## src/rtl/hazard_if.sv

```systemverilog
// hazard_if: bundles every pipeline-facing signal of the hazard controller.
//   master : pipeline side (drives register ids, enables and opcode flags,
//            receives forwarding selects and stall/flush controls)
//   slave  : hazard_ctrl side
// Signal names match the classic Harris & Harris MIPS datapath labels.
interface hazard_if;
  logic [4:0] RsD, RtD, RsE, RtE;
  logic [4:0] WriteRegE, WriteRegM, WriteRegW;
  logic       RegWriteE, RegWriteM, RegWriteW;
  logic       MemtoRegE, MemtoRegM;
  logic       BranchD, JumpRegD, MdOpD, HiLoReadD;
  logic       MdStartE, MdDivE;
  logic [1:0] ForwardAD, ForwardBD, ForwardAE, ForwardBE;
  logic       StallF, StallD, FlushE;
  logic       MdBusy, MdErr;

  modport master (
    output RsD, RtD, RsE, RtE, WriteRegE, WriteRegM, WriteRegW,
           RegWriteE, RegWriteM, RegWriteW, MemtoRegE, MemtoRegM,
           BranchD, JumpRegD, MdOpD, HiLoReadD, MdStartE, MdDivE,
    input  ForwardAD, ForwardBD, ForwardAE, ForwardBE,
           StallF, StallD, FlushE, MdBusy, MdErr
  );

  modport slave (
    input  RsD, RtD, RsE, RtE, WriteRegE, WriteRegM, WriteRegW,
           RegWriteE, RegWriteM, RegWriteW, MemtoRegE, MemtoRegM,
           BranchD, JumpRegD, MdOpD, HiLoReadD, MdStartE, MdDivE,
    output ForwardAD, ForwardBD, ForwardAE, ForwardBE,
           StallF, StallD, FlushE, MdBusy, MdErr
  );
endinterface

```

## src/rtl/hazard_ctrl.sv

```systemverilog
// hazard_ctrl: hazard detection and forwarding control for a 5-stage MIPS
// pipeline, plus busy-window tracking of the multi-cycle MULT/DIV unit.
// Ports:
//   clk   : rising-edge clock
//   rst_n : asynchronous active-low reset
//   bus   : hazard_if.slave
//     in  : Rs/Rt (D,E), WriteReg (E,M,W), RegWrite (E,M,W), MemtoReg (E,M),
//           BranchD, JumpRegD, MdOpD, HiLoReadD, MdStartE, MdDivE
//     out : ForwardAD/BD (00 rf, 01 ALUOutM, 10 execute result),
//           ForwardAE/BE (00 rf, 01 ResultW, 10 ALUOutM),
//           StallF, StallD, FlushE, MdBusy, MdErr (sticky)
module hazard_ctrl #(
  parameter int MULT_CYCLES = 4,
  parameter int DIV_CYCLES  = 32,
  parameter int CNT_W       = 6
) (
  input  logic     clk,
  input  logic     rst_n,
  hazard_if.slave  bus
);

  localparam logic [CNT_W-1:0] MULT_LOAD = CNT_W'(MULT_CYCLES - 1);
  localparam logic [CNT_W-1:0] DIV_LOAD  = CNT_W'(DIV_CYCLES - 1);
  localparam logic [CNT_W-1:0] CNT_ONE   = CNT_W'(1);

  logic [CNT_W-1:0] cnt;
  logic             md_err_q;
  logic             md_busy;
  logic             lwstall, brstall, mdstall, stall;
  logic [1:0]       fwd_ad, fwd_bd, fwd_ae, fwd_be;

  // Decode-stage select: execute-stage ALU result wins over memory stage.
  // Loads are excluded because their data does not exist yet (they stall).
  function automatic logic [1:0] dec_sel(input logic [4:0] src,
                                         input logic [4:0] wr_e, input logic we_e, input logic ld_e,
                                         input logic [4:0] wr_m, input logic we_m, input logic ld_m);
    dec_sel = 2'b00;
    if (src != 5'd0) begin
      if (src == wr_e && we_e && !ld_e)      dec_sel = 2'b10;
      else if (src == wr_m && we_m && !ld_m) dec_sel = 2'b01;
    end
  endfunction

  function automatic logic [1:0] exe_sel(input logic [4:0] src,
                                         input logic [4:0] wr_m, input logic we_m,
                                         input logic [4:0] wr_w, input logic we_w);
    exe_sel = 2'b00;
    if (src != 5'd0) begin
      if (src == wr_m && we_m)      exe_sel = 2'b10;
      else if (src == wr_w && we_w) exe_sel = 2'b01;
    end
  endfunction

  // Busy counter: a start is accepted only while idle; a start while busy
  // is ignored and latches the sticky error flag.
  always_ff @(posedge clk or negedge rst_n) begin
    if (!rst_n) begin
      cnt      <= '0;
      md_err_q <= 1'b0;
    end else begin
      if (bus.MdStartE && cnt == '0) begin
        cnt <= bus.MdDivE ? DIV_LOAD : MULT_LOAD;
      end else if (cnt != '0) begin
        cnt <= cnt - CNT_ONE;
      end
      if (bus.MdStartE && cnt != '0) begin
        md_err_q <= 1'b1;
      end
    end
  end

  assign md_busy = (cnt != '0);

  always_comb begin
    fwd_ad  = dec_sel(bus.RsD, bus.WriteRegE, bus.RegWriteE, bus.MemtoRegE,
                      bus.WriteRegM, bus.RegWriteM, bus.MemtoRegM);
    fwd_bd  = dec_sel(bus.RtD, bus.WriteRegE, bus.RegWriteE, bus.MemtoRegE,
                      bus.WriteRegM, bus.RegWriteM, bus.MemtoRegM);
    fwd_ae  = exe_sel(bus.RsE, bus.WriteRegM, bus.RegWriteM, bus.WriteRegW, bus.RegWriteW);
    fwd_be  = exe_sel(bus.RtE, bus.WriteRegM, bus.RegWriteM, bus.WriteRegW, bus.RegWriteW);

    lwstall = bus.MemtoRegE && bus.RegWriteE &&
              ((bus.RsD != 5'd0 && bus.WriteRegE == bus.RsD) ||
               (bus.RtD != 5'd0 && bus.WriteRegE == bus.RtD));
    // JR/JALR only reads Rs; BEQ/BNE compares both operands.
    brstall = (bus.BranchD || bus.JumpRegD) && bus.MemtoRegM && bus.RegWriteM &&
              ((bus.RsD != 5'd0 && bus.WriteRegM == bus.RsD) ||
               (bus.BranchD && bus.RtD != 5'd0 && bus.WriteRegM == bus.RtD));
    mdstall = md_busy && (bus.MdOpD || bus.HiLoReadD);
    stall   = lwstall || brstall || mdstall;

    bus.ForwardAD = fwd_ad;
    bus.ForwardBD = fwd_bd;
    bus.ForwardAE = fwd_ae;
    bus.ForwardBE = fwd_be;
    bus.StallF    = stall;
    bus.StallD    = stall;
    bus.FlushE    = stall;
    bus.MdBusy    = md_busy;
    bus.MdErr     = md_err_q;

    // While reset is asserted the pipeline sees a held bubble, no forwarding.
    if (!rst_n) begin
      bus.ForwardAD = 2'b00;
      bus.ForwardBD = 2'b00;
      bus.ForwardAE = 2'b00;
      bus.ForwardBE = 2'b00;
      bus.StallF    = 1'b0;
      bus.StallD    = 1'b0;
      bus.FlushE    = 1'b1;
    end
  end

endmodule

```

## src/flat_wrapper.sv

```systemverilog
// flat-port wrapper written by rule: the top's interface ports become plain ports
module hazard_ctrl_flat 
#(
  parameter int MULT_CYCLES = 4,
  parameter int DIV_CYCLES  = 32,
  parameter int CNT_W       = 6
)
  (clk, rst_n, bus_RsD, bus_RtD, bus_RsE, bus_RtE, bus_WriteRegE, bus_WriteRegM, bus_WriteRegW, bus_RegWriteE, bus_RegWriteM, bus_RegWriteW, bus_MemtoRegE, bus_MemtoRegM, bus_BranchD, bus_JumpRegD, bus_MdOpD, bus_HiLoReadD, bus_MdStartE, bus_MdDivE, bus_ForwardAD, bus_ForwardBD, bus_ForwardAE, bus_ForwardBE, bus_StallF, bus_StallD, bus_FlushE, bus_MdBusy, bus_MdErr);
  hazard_if bus_i ();
  input  logic clk;
  input  logic rst_n;
  input wire logic [$bits(bus_i.RsD)-1:0] bus_RsD;
  input wire logic [$bits(bus_i.RtD)-1:0] bus_RtD;
  input wire logic [$bits(bus_i.RsE)-1:0] bus_RsE;
  input wire logic [$bits(bus_i.RtE)-1:0] bus_RtE;
  input wire logic [$bits(bus_i.WriteRegE)-1:0] bus_WriteRegE;
  input wire logic [$bits(bus_i.WriteRegM)-1:0] bus_WriteRegM;
  input wire logic [$bits(bus_i.WriteRegW)-1:0] bus_WriteRegW;
  input wire logic [$bits(bus_i.RegWriteE)-1:0] bus_RegWriteE;
  input wire logic [$bits(bus_i.RegWriteM)-1:0] bus_RegWriteM;
  input wire logic [$bits(bus_i.RegWriteW)-1:0] bus_RegWriteW;
  input wire logic [$bits(bus_i.MemtoRegE)-1:0] bus_MemtoRegE;
  input wire logic [$bits(bus_i.MemtoRegM)-1:0] bus_MemtoRegM;
  input wire logic [$bits(bus_i.BranchD)-1:0] bus_BranchD;
  input wire logic [$bits(bus_i.JumpRegD)-1:0] bus_JumpRegD;
  input wire logic [$bits(bus_i.MdOpD)-1:0] bus_MdOpD;
  input wire logic [$bits(bus_i.HiLoReadD)-1:0] bus_HiLoReadD;
  input wire logic [$bits(bus_i.MdStartE)-1:0] bus_MdStartE;
  input wire logic [$bits(bus_i.MdDivE)-1:0] bus_MdDivE;
  output wire logic [$bits(bus_i.ForwardAD)-1:0] bus_ForwardAD;
  output wire logic [$bits(bus_i.ForwardBD)-1:0] bus_ForwardBD;
  output wire logic [$bits(bus_i.ForwardAE)-1:0] bus_ForwardAE;
  output wire logic [$bits(bus_i.ForwardBE)-1:0] bus_ForwardBE;
  output wire logic [$bits(bus_i.StallF)-1:0] bus_StallF;
  output wire logic [$bits(bus_i.StallD)-1:0] bus_StallD;
  output wire logic [$bits(bus_i.FlushE)-1:0] bus_FlushE;
  output wire logic [$bits(bus_i.MdBusy)-1:0] bus_MdBusy;
  output wire logic [$bits(bus_i.MdErr)-1:0] bus_MdErr;
  assign bus_i.RsD = bus_RsD;
  assign bus_i.RtD = bus_RtD;
  assign bus_i.RsE = bus_RsE;
  assign bus_i.RtE = bus_RtE;
  assign bus_i.WriteRegE = bus_WriteRegE;
  assign bus_i.WriteRegM = bus_WriteRegM;
  assign bus_i.WriteRegW = bus_WriteRegW;
  assign bus_i.RegWriteE = bus_RegWriteE;
  assign bus_i.RegWriteM = bus_RegWriteM;
  assign bus_i.RegWriteW = bus_RegWriteW;
  assign bus_i.MemtoRegE = bus_MemtoRegE;
  assign bus_i.MemtoRegM = bus_MemtoRegM;
  assign bus_i.BranchD = bus_BranchD;
  assign bus_i.JumpRegD = bus_JumpRegD;
  assign bus_i.MdOpD = bus_MdOpD;
  assign bus_i.HiLoReadD = bus_HiLoReadD;
  assign bus_i.MdStartE = bus_MdStartE;
  assign bus_i.MdDivE = bus_MdDivE;
  assign bus_ForwardAD = bus_i.ForwardAD;
  assign bus_ForwardBD = bus_i.ForwardBD;
  assign bus_ForwardAE = bus_i.ForwardAE;
  assign bus_ForwardBE = bus_i.ForwardBE;
  assign bus_StallF = bus_i.StallF;
  assign bus_StallD = bus_i.StallD;
  assign bus_FlushE = bus_i.FlushE;
  assign bus_MdBusy = bus_i.MdBusy;
  assign bus_MdErr = bus_i.MdErr;
  hazard_ctrl #(.MULT_CYCLES(MULT_CYCLES), .DIV_CYCLES(DIV_CYCLES), .CNT_W(CNT_W)) u_core (.clk(clk), .rst_n(rst_n), .bus(bus_i));
endmodule
```

## config.mk

```make
export PLATFORM = sky130hd
export DESIGN_NAME = hazard_ctrl_flat
export DESIGN_NICKNAME = d
export VERILOG_FILES = /design/src/rtl/hazard_if.sv /design/src/rtl/hazard_ctrl.sv /design/src/flat_wrapper.sv
export SDC_FILE = /design/constraint.sdc
export NUM_CORES = 1
export LEC_CHECK = 0
export ABC_AREA = 1
export ABC_CLOCK_PERIOD_IN_PS = 2000
export CAP_MARGIN = 20
export CORE_MARGIN = 2
export CORE_UTILIZATION = 40
export DETAILED_ROUTE_END_ITERATION = 7
export PLACE_DENSITY_LB_ADDON = 0.2
export RECOVER_POWER = 100
export SETUP_SLACK_MARGIN = 0.2
export SLEW_MARGIN = 20
export SYNTH_ARGS = -nofsm -noshare
export SYNTH_HDL_FRONTEND = slang
export SYNTH_SLANG_ARGS = --single-unit
```

## constraint.sdc

```tcl
create_clock -name clk -period 2 [get_ports clk]
set_clock_uncertainty 0.05 [all_clocks]
set_input_delay 0.3 -clock clk [delete_from_list [all_inputs] [get_ports clk]]
set_output_delay 0.3 -clock clk [all_outputs]
set_load 0.02 [all_outputs]
```

==> results of run 1 <==
## layer usage
metal | global-route usage, % | routed length [um]
met2 | 36.5 | 2030
met3 | 2.72 | 268
met5 | 0 | 0
met1 | 27.7 | 1580
met4 | 3.99 | 37
## sequential cells by signal, indices dropped and copies added, names as in the netlist
name / count
u_core.cnt: 6
u_core.bus.MdErr: 1
## final cells by class
class	instances	area (um2)
fillers	263	825
well taps	31	38.8
repair buffers	76	573
multi-input cells	149	953
clock buffers	4	26.3
inverters	38	143
flip-flops and latches	7	175
## cell families after synthesis
kind of cell	synth area share (%)
xor gates and xnor gates	13.0
DFF	15.4
adders and majority gates	2.19
AOI/OAI and AO/OA	13.2
and+or+nand+nor	42.1
buffers and inverters	14.1
## power by group through the flow
stage          Combinational [mW]  Clock [mW]  Sequential [mW]
6_report                    0.620       0.130            0.270
5_1_grt                     0.686       0.142            0.278
4_1_cts                     0.578       0.134            0.264
3_5_place_dp                0.575           0            0.266
3_3_place_gp                0.566           0            0.264
2_1_floorplan               0.342           0            0.258
## critical path, stage by stage
cell and delay (ns):
clkdlybuf4s50_1 0.39, inv_1 0.08, nand3_1 0.10, nor4_1 0.31
clkbuf_1 0.28
## timing repair
item,in CTS,in global routing
setup buffers,3,2
endpoints found under the setup margin,12,12
hold buffers,0,0
pin swaps,20,29
gates cloned,0,0
gates resized for setup,125,75
## through the flow
step	setup TNS [ns]	setup WS, ns	hold slack [ns]	std cells	area (um2)
final	0	0.183	0.316	305	1910
after global placement	-5.38	-0.582	0.392	296	1840
after floorplan	0	0.250	-0.0456	196	1140
after global routing	0	0.103	0.392	305	1910
after CTS	0	0.174	0.203	303	1880
after detailed placement	-5.47	-0.593	0.403	296	1840
## cell usage in the layout, fill, tap and decap left out, types with 3 or more instances in the layout
master and n:
xnor2_2 4, buf_6 3, nor3_2 3, o22ai_1 4, buf_4 16, o21ai_0 4
clkbuf_2 14, xnor2_1 5, xor2_1 7, inv_2 13, clkdlybuf4s50_1 7, nand4_1 8
clkbuf_1 8, inv_1 25, buf_2 7, nor3_1 6, nand2_1 54, dlymetal6s2s_1 6
dfrtp_1 7, a21oi_1 5, nand3_1 7, dlygate4sd2_1 13, clkbuf_4 4, nor2_2 7
nor2_1 9
## worst max path at each step
stage                                 from                to
after floorplan              u_core.cnt[0]        bus_StallF
after CTS                 bus_WriteRegE[1]  bus_ForwardAD[0]
after global placement    bus_WriteRegM[2]        bus_StallF
after global routing         u_core.cnt[1]        bus_MdBusy
after detailed placement  bus_WriteRegM[4]        bus_StallF
final                        bus_MemtoRegM  bus_ForwardBD[0]
==> metrics.txt, run 1 <==
CP endpoint kind primary output; top cells by count, synth 55 x nand2_1, 37 x inv_1, 17 x nor2_1; P per Cell Area approximately 530 nW/um2; Vias roughly 1500; Worst Path Required 1.65 ns; most instantiated library cell after synthesis nand2_1; post-synth top area cell nand2_1; Relative slew margins 69.7%; worst slew pin tran roughly 0.45 ns; Cells after Synth 196; TritonCTS Sinks 7; Internal ~580 uW; Skew-Pair Late Insertion Delay approximately 0.25 ns; Syn. warnings 0; CTS Buf Count 3; peak supply drop ~0.71 mV; Core Region ~2700 um2; Hold Violations, Final 0; CTS root buffer clkbuf_4; num rows 19; synth top area cells nand2_1 18%, dfrtp_1 15%, inv_1 12%; Hold Path Class input port to async pin; CP max FO 2; die height between 50 and 60 um; first-pass GRT wire length ~5600 um; Initial DRC Count about 130; Slew Limit Fails 0; GR Overflow Total 0; IO buf count 60; Placer Congestion between 0.9 and 1; max-cap viol count 0; number of global-route vias before repair between 1000 and 1500; initial antenna violation count 0; Avg Synthesized Cell Area between 5 and 6 um2; Tmin final ~1.8 ns; EDFF count, synth 0; pin count of the biggest net entering global routing 10; n_diodes 0; outcome complete, no violations; post-DP HPWL 2850 um; CTS tree done; Setup violations, final 0; router iterations before antenna repair 4; fraction of layout cells with a size suffix above 1 between 30% and 40%; DRC viols 0; # H-tree levels 1; leakage power between 1 and 1.5 nW; crit path DAT around 1.5 ns; Synth Cell Area 1140 um2; I/O pins roughly 60; Design Power between 1 and 1.5 mW; sequential share of power 26.4%; post-synth cell types 25; Vias/cell around 5; Die Wd 57.4 um; post-route ant nets 0; Net Count, Synth ~250; FF-to-FF End u_core.cnt[1]; GR Util All Layers between 20% and 30%; sequential element share of the synthesized area approximately 15%; Max clock buf depth 2; Clk pwr share between 10% and 20%; Fmax 550 MHz; Net Sw Power 439 uW; async set-reset flop share out of synthesis 100%; sw frac 43.0%; ys flop type dfrtp_1; clock transition at the registers of the reported paths 0.05 ns; synth-to-layout area growth 67.3%; worst reg2reg setup slack about 0.56 ns; Die Area ~3300 um2; RSZ-0062 raised after global routing true; FF-to-FF path depth 7; total wire length just under 4000 um; Combinational Power Share approximately three fifths; Synth Register Bits 7; fin util approximately 70%; Yosys top cell area share 18.1%; Crit Path Class input port to primary output; fin nets approximately 330; fin crit share between 90% and 100%; Crit Reg-Reg Startpoint u_core.cnt[1]; WL/cell between 10 and 15 um; Initial Utilization around two fifths; crit path launch type input port
(Power assumes the default switching activity.)
==> inputs of run 2 (changes only) <==
CORE_MARGIN = not set   (was 2)
==> metrics.txt, run 2 (synthesized netlist as in run 1, its figures left out) <==
outcome complete, no violations; I/O pins 61 (unchanged); Fillers 265 (+0.76%); # H-tree levels 1 (unchanged); CP max FO 4 (+2); router iterations before antenna repair 6 (+2); leakage power 1.06 nW (+0.29%); DRC viols 0 (unchanged); worst reg2reg setup slack 0.50 ns (-0.06 ns); number of global-route vias before repair 1354 (+0.074%); crit path launch type input port; Relative slew margins 69.0% (-0.69 points); synth-to-layout area growth 69.2%; FF-to-FF path depth 7 (unchanged); IO buf count 60 (unchanged); post-DP HPWL 2730 um (-4.1%); commonest cells after routing, fill and taps aside 54 x nand2_1, 25 x inv_1, 15 x clkbuf_2; cts hold-fix bufs 0 (unchanged); Worst Path Required 1.65 ns (about the same); Vias 1551 (+0.71%); fin crit share 92.3% (+1.5 points); clock transition at the registers of the reported paths 0.06 ns (about the same); Fmax 541 MHz (-1.6%); Critical-path top delay cell dlygate4sd2_1; final setup margin 0.153 ns (-0.0302 ns); Placer Congestion 0.880 (-5.8%); RSZ-0062 raised after global routing true; total wire length 3640 um (-7.1%); max-cap viol count 0 (unchanged); post-route ant nets 0 (unchanged); Skew-Pair Late Insertion Delay 0.26 ns (about the same); Tmin final 1.85 ns (+0.0302 ns); n_diodes 0 (unchanged); GR Overflow Total 0 (unchanged); CP Buf/Inv Count 2 (-1); Hold Violations, Final 0 (unchanged); Design Power 1.02 mW (-0.24%); TritonCTS Sinks 7 (unchanged); Slew Limit Fails 0 (unchanged); hold_ws 0.215 ns (-0.101 ns); Hold Path Class input port to async pin; CP max stage delay 0.30 ns (-0.09 ns); GR Util All Layers 22.3% (+1.4 points); Die Wd 55.4 um (-3.5%); critical path, cell by cell dlygate4sd2_1 > xor2_1 > nor3_1 > nand2b_4 > nor3_2 > buf_4; WL/cell 12.0 um (-6.8%); crit path DAT 1.50 ns (+0.03 ns); Crit Path Class input port to primary output; fin nets 324 (-0.31%); CTS tree done; Max clock buf depth 2 (unchanged); die height 55.4 um (-3.5%); Vias/cell 5.10 (+1.0%); Setup violations, final 0 (unchanged); Crit Reg-Reg Startpoint u_core.cnt[1]; fraction of layout cells with a size suffix above 1 32.6% (+0.48 points); Initial Utilization 41.7% (unchanged); Initial DRC Count 69 (-45%); dpl ws -0.621 ns (-0.0280 ns); crit-path leading delay family simple AND/OR/NAND/NOR gates; CTS Buf Count 3 (unchanged); first-pass GRT wire length 5610 um (+0.48%); worst slew pin tran 0.465 ns (+0.0103 ns); pin count of the biggest net entering global routing 10 (unchanged); fin util 70.6% (+0.78 points); initial antenna violation count 0 (unchanged); FF-to-FF End u_core.cnt[1]; Core Region 2730 um2 (unchanged); TNS Setup 0 ns (unchanged); Largest register FFs 6 (unchanged); P per Cell Area 527 nW/um2 (-1.3%); Top reg by flops u_core.cnt; num rows 19 (unchanged); Die Area 3070 um2 (-6.8%); CP endpoint kind primary output; CTS root buffer clkbuf_4; peak supply drop 0.769 mV (+8.7%); Critical Path Stages 6 (+1); most common cell after layout, fill and taps aside nand2_1
## run 2: cell count changes in the layout (fill, tap and decap cells not counted), sizes merged
| cell | before | now |
|---|---|---|
| buf | 26 | 23 |
| clkbuf | 26 | 28 |
| clkdlybuf4s15 | 1 | 2 |
| dlygate4sd2 | 13 | 12 |
## run 2: final cells by class
type / count / area [um2] / area share (%)
flip-flops and latches: 7 / 175 / 9.07
repair buffers: 75 / 566 / 29.3
multi-input cells: 149 / 982 / 50.9
clock buffers: 4 / 26.3 / 1.36
inverters: 38 / 143 / 7.39
well taps: 31 / 38.8 / 2.01
## run 2: what timing repair did
action / in CTS / in global routing
pin swaps: 27 / 29
setup endpoints to repair: 12 / 12
buffers inserted: 1 / 3
gates resized for setup: 139 / 68
## run 2: layer usage
layer  vias to the layer above  part of all wire, %  global-route usage (%)
met3                         9                  6.4                    3.04
met4                         0                  1.9                    6.43
met5                         -                    0                       0
met2                        53                   48                    37.3
met1                       700                   43                    29.9
li1                        789                    -                       -
## run 2: worst max path at each step
stage	from	endpoint	slack [ns]
4_1_cts	u_core.cnt[1]	bus_StallD	0.18
2_1_floorplan	u_core.cnt[0]	bus_StallF	0.25
5_1_grt	bus_RtD[2]	bus_ForwardBD[1]	0.08
3_3_place_gp	bus_WriteRegM[4]	bus_StallD	-0.59
6_report	bus_RtE[2]	bus_ForwardBE[1]	0.15
3_5_place_dp	bus_WriteRegM[4]	bus_StallD	-0.62
## run 2: where the power goes
part | switching (mW) | internal, mW | leakage [nW]
clock network | 0.0602 | 0.0767 | 0.0150
logic | 0.319 | 0.296 | 0.963
registers | 0.0584 | 0.207 | 0.0800
## run 2: metrics by stage
| stage | area (um2) | cells |
|---|---|---|
| after floorplan | 1140 | 196 |
| after global placement | 1840 | 296 |
| final | 1930 | 304 |
| after global routing | 1930 | 304 |
| after CTS | 1900 | 301 |
| after detailed placement | 1840 | 296 |
==> inputs of run 3 (changes only) <==
--- a/constraint.sdc
+++ b/constraint.sdc
@@ -4,2 +4,2 @@
 set_output_delay 0.3 -clock clk [all_outputs]
-set_load 0.02 [all_outputs]
+set_load 0.005 [all_outputs]
==> metrics.txt, run 3 (synthesized netlist as in run 1, its figures left out) <==
outcome complete, no violations; router iterations before antenna repair 4 (-2); fin crit share 95.0% (+2.7 points); crit path launch type input port; die height 55.4 um (unchanged); CTS tree done; DRC viols 0 (unchanged); pin count of the biggest net entering global routing 10 (unchanged); initial antenna violation count 0 (unchanged); crit-path leading delay family buffers and inverters; Placer Congestion 0.882 (+0.25%); commonest cells after routing, fill and taps aside 52 x nand2_1, 26 x inv_1, 20 x buf_4; post-DP HPWL 2730 um (about the same); Hold Violations, Final 0 (unchanged); Initial DRC Count 50 (-28%); num rows 19 (unchanged); WL/cell 12.0 um (+0.27%); synth-to-layout area growth 65.9%; first-pass GRT wire length 5930 um (+5.8%); Die Area 3070 um2 (unchanged); GR Util All Layers 23.3% (+0.95 points); sequential share of power 27.6% (+1.5 points); I/O pins 61 (unchanged); Design Power 960 uW (-5.7%); Crit Path Class input port to primary output; Largest register FFs 6 (unchanged); Skew-Pair Late Insertion Delay 0.24 ns (-0.02 ns); most common cell after layout, fill and taps aside nand2_1; cts hold-fix bufs 0 (unchanged); Critical Path Stages 5 (-1); Max clock buf depth 2 (unchanged); Setup violations, final 0 (unchanged); TritonCTS Sinks 7 (unchanged); Internal 569 uW (-1.8%); CTS root buffer clkbuf_4; clock transition at the registers of the reported paths 0.05 ns (about the same); CP Buf/Inv Count 2 (unchanged); Fillers 260 (-1.9%); Vias 1544 (-0.45%); Net Sw Power 391 uW (-11%); Clk pwr share 13.2% (-0.3 points); fin util 69.2% (-1.4 points); CP max stage delay 0.56 ns (+0.26 ns); IO buf count 60 (unchanged); peak supply drop 0.851 mV (+11%); GR Overflow Total 0 (unchanged); total wire length 3720 um (+2.3%); Top reg by flops u_core.cnt; CTS Buf Count 3 (unchanged); Initial Utilization 41.7% (unchanged); fraction of layout cells with a size suffix above 1 31.9% (-0.70 points); Core Region 2730 um2 (unchanged); number of global-route vias before repair 1399 (+3.3%); Slew Limit Fails 0 (unchanged); Vias/cell 4.98 (-2.4%); post-route ant nets 0 (unchanged); Die Wd 55.4 um (unchanged); leakage power 1.06 nW (+0.45%); CP endpoint kind primary output; Fmax 526 MHz (-2.8%); n_diodes 0 (unchanged); Relative slew margins 70.2% (+1.2 points); FF-to-FF path depth 7 (unchanged); RSZ-0062 raised after global routing true; critical path, cell by cell dlygate4sd3_1 > nand2_2 > o21ai_1 > nor4_1 > buf_2; CP max FO 3 (-1); # H-tree levels 1 (unchanged); max-cap viol count 0 (unchanged); crit path DAT 1.55 ns (+0.05 ns); worst slew pin tran 0.447 ns (-0.0176 ns); Critical-path top delay cell dlygate4sd3_1; P per Cell Area 507 nW/um2 (-3.8%); Worst Path Required 1.65 ns (about the same); fin nets 330 (+1.9%); Combinational Power Share 59.2% (-1.2 points); Hold Path Class input port to async pin; sw frac 40.7% (-2.3 points); Tmin final 1.90 ns (+0.0534 ns)
run 3: per-layer routing:
metal	up-vias	GRT usage, %	routed length [um]
met5	-	0	0
met4	0	5.00	54
met3	8	3.04	194
met2	57	38.9	1830
met1	674	32.0	1650
li1	805	-	-
run 3: path summary, 6_finish.rpt:
| path | start | endpoint | slack [ns] |
|---|---|---|---|
| max | bus_RegWriteE | bus_ForwardBD[0] | 0.1 |
| max in group asynchronous | rst_n | u_core.bus.MdErr | 1.36 |
| min in group clk | u_core.bus.MdErr | u_core.bus.MdErr | 0.40 |
| min reg2reg | u_core.bus.MdErr | u_core.bus.MdErr | 0.40 |
| min | rst_n | u_core.cnt[3] | 0.23 |
| max reg2reg | u_core.cnt[1] | u_core.cnt[1] | 0.52 |
run 3: layout make-up:
| class | instances | area (um2) | share of cell area (%) |
|---|---|---|---|
| Multi-Input combinational cell | 149 | 917 | 48.4 |
| Timing Repair Buffer | 81 | 593 | 31.3 |
| Sequential cell | 7 | 175 | 9.25 |
| Inverter | 38 | 143 | 7.53 |
| Tap cell | 31 | 38.8 | 2.05 |
| Clock buffer | 4 | 26.3 | 1.39 |
run 3: power groups by stage:
| stage | logic, mW | registers [mW] | clock network, mW |
|---|---|---|---|
| after detailed placement | 0.543 | 0.269 | 0 |
| after global placement | 0.534 | 0.267 | 0 |
| after global routing | 0.637 | 0.273 | 0.141 |
| after CTS | 0.601 | 0.267 | 0.130 |
| after floorplan | 0.329 | 0.258 | 0 |
| final | 0.569 | 0.264 | 0.127 |
run 3: timing repair:
item                                    4_1_cts  5_1_grt
buffers inserted                              6        5
resized for setup                           104       69
pin swaps                                    20       26
cloned                                        0        0
endpoints found under the setup margin       12       11
hold endpoints to repair                      0        0
run 3: through the flow:
step,TNS [ns],hold WS [ns],area (um2),worst slack [ns],cells
2_1_floorplan,0,-0.0456,1140,0.420,196
3_3_place_gp,-4.31,0.389,1840,-0.486,295
3_5_place_dp,-4.42,0.394,1840,-0.520,295
4_1_cts,0,0.149,1920,0.0689,305
5_1_grt,0,0.318,1890,0.106,310
6_report,0,0.233,1890,0.0997,310
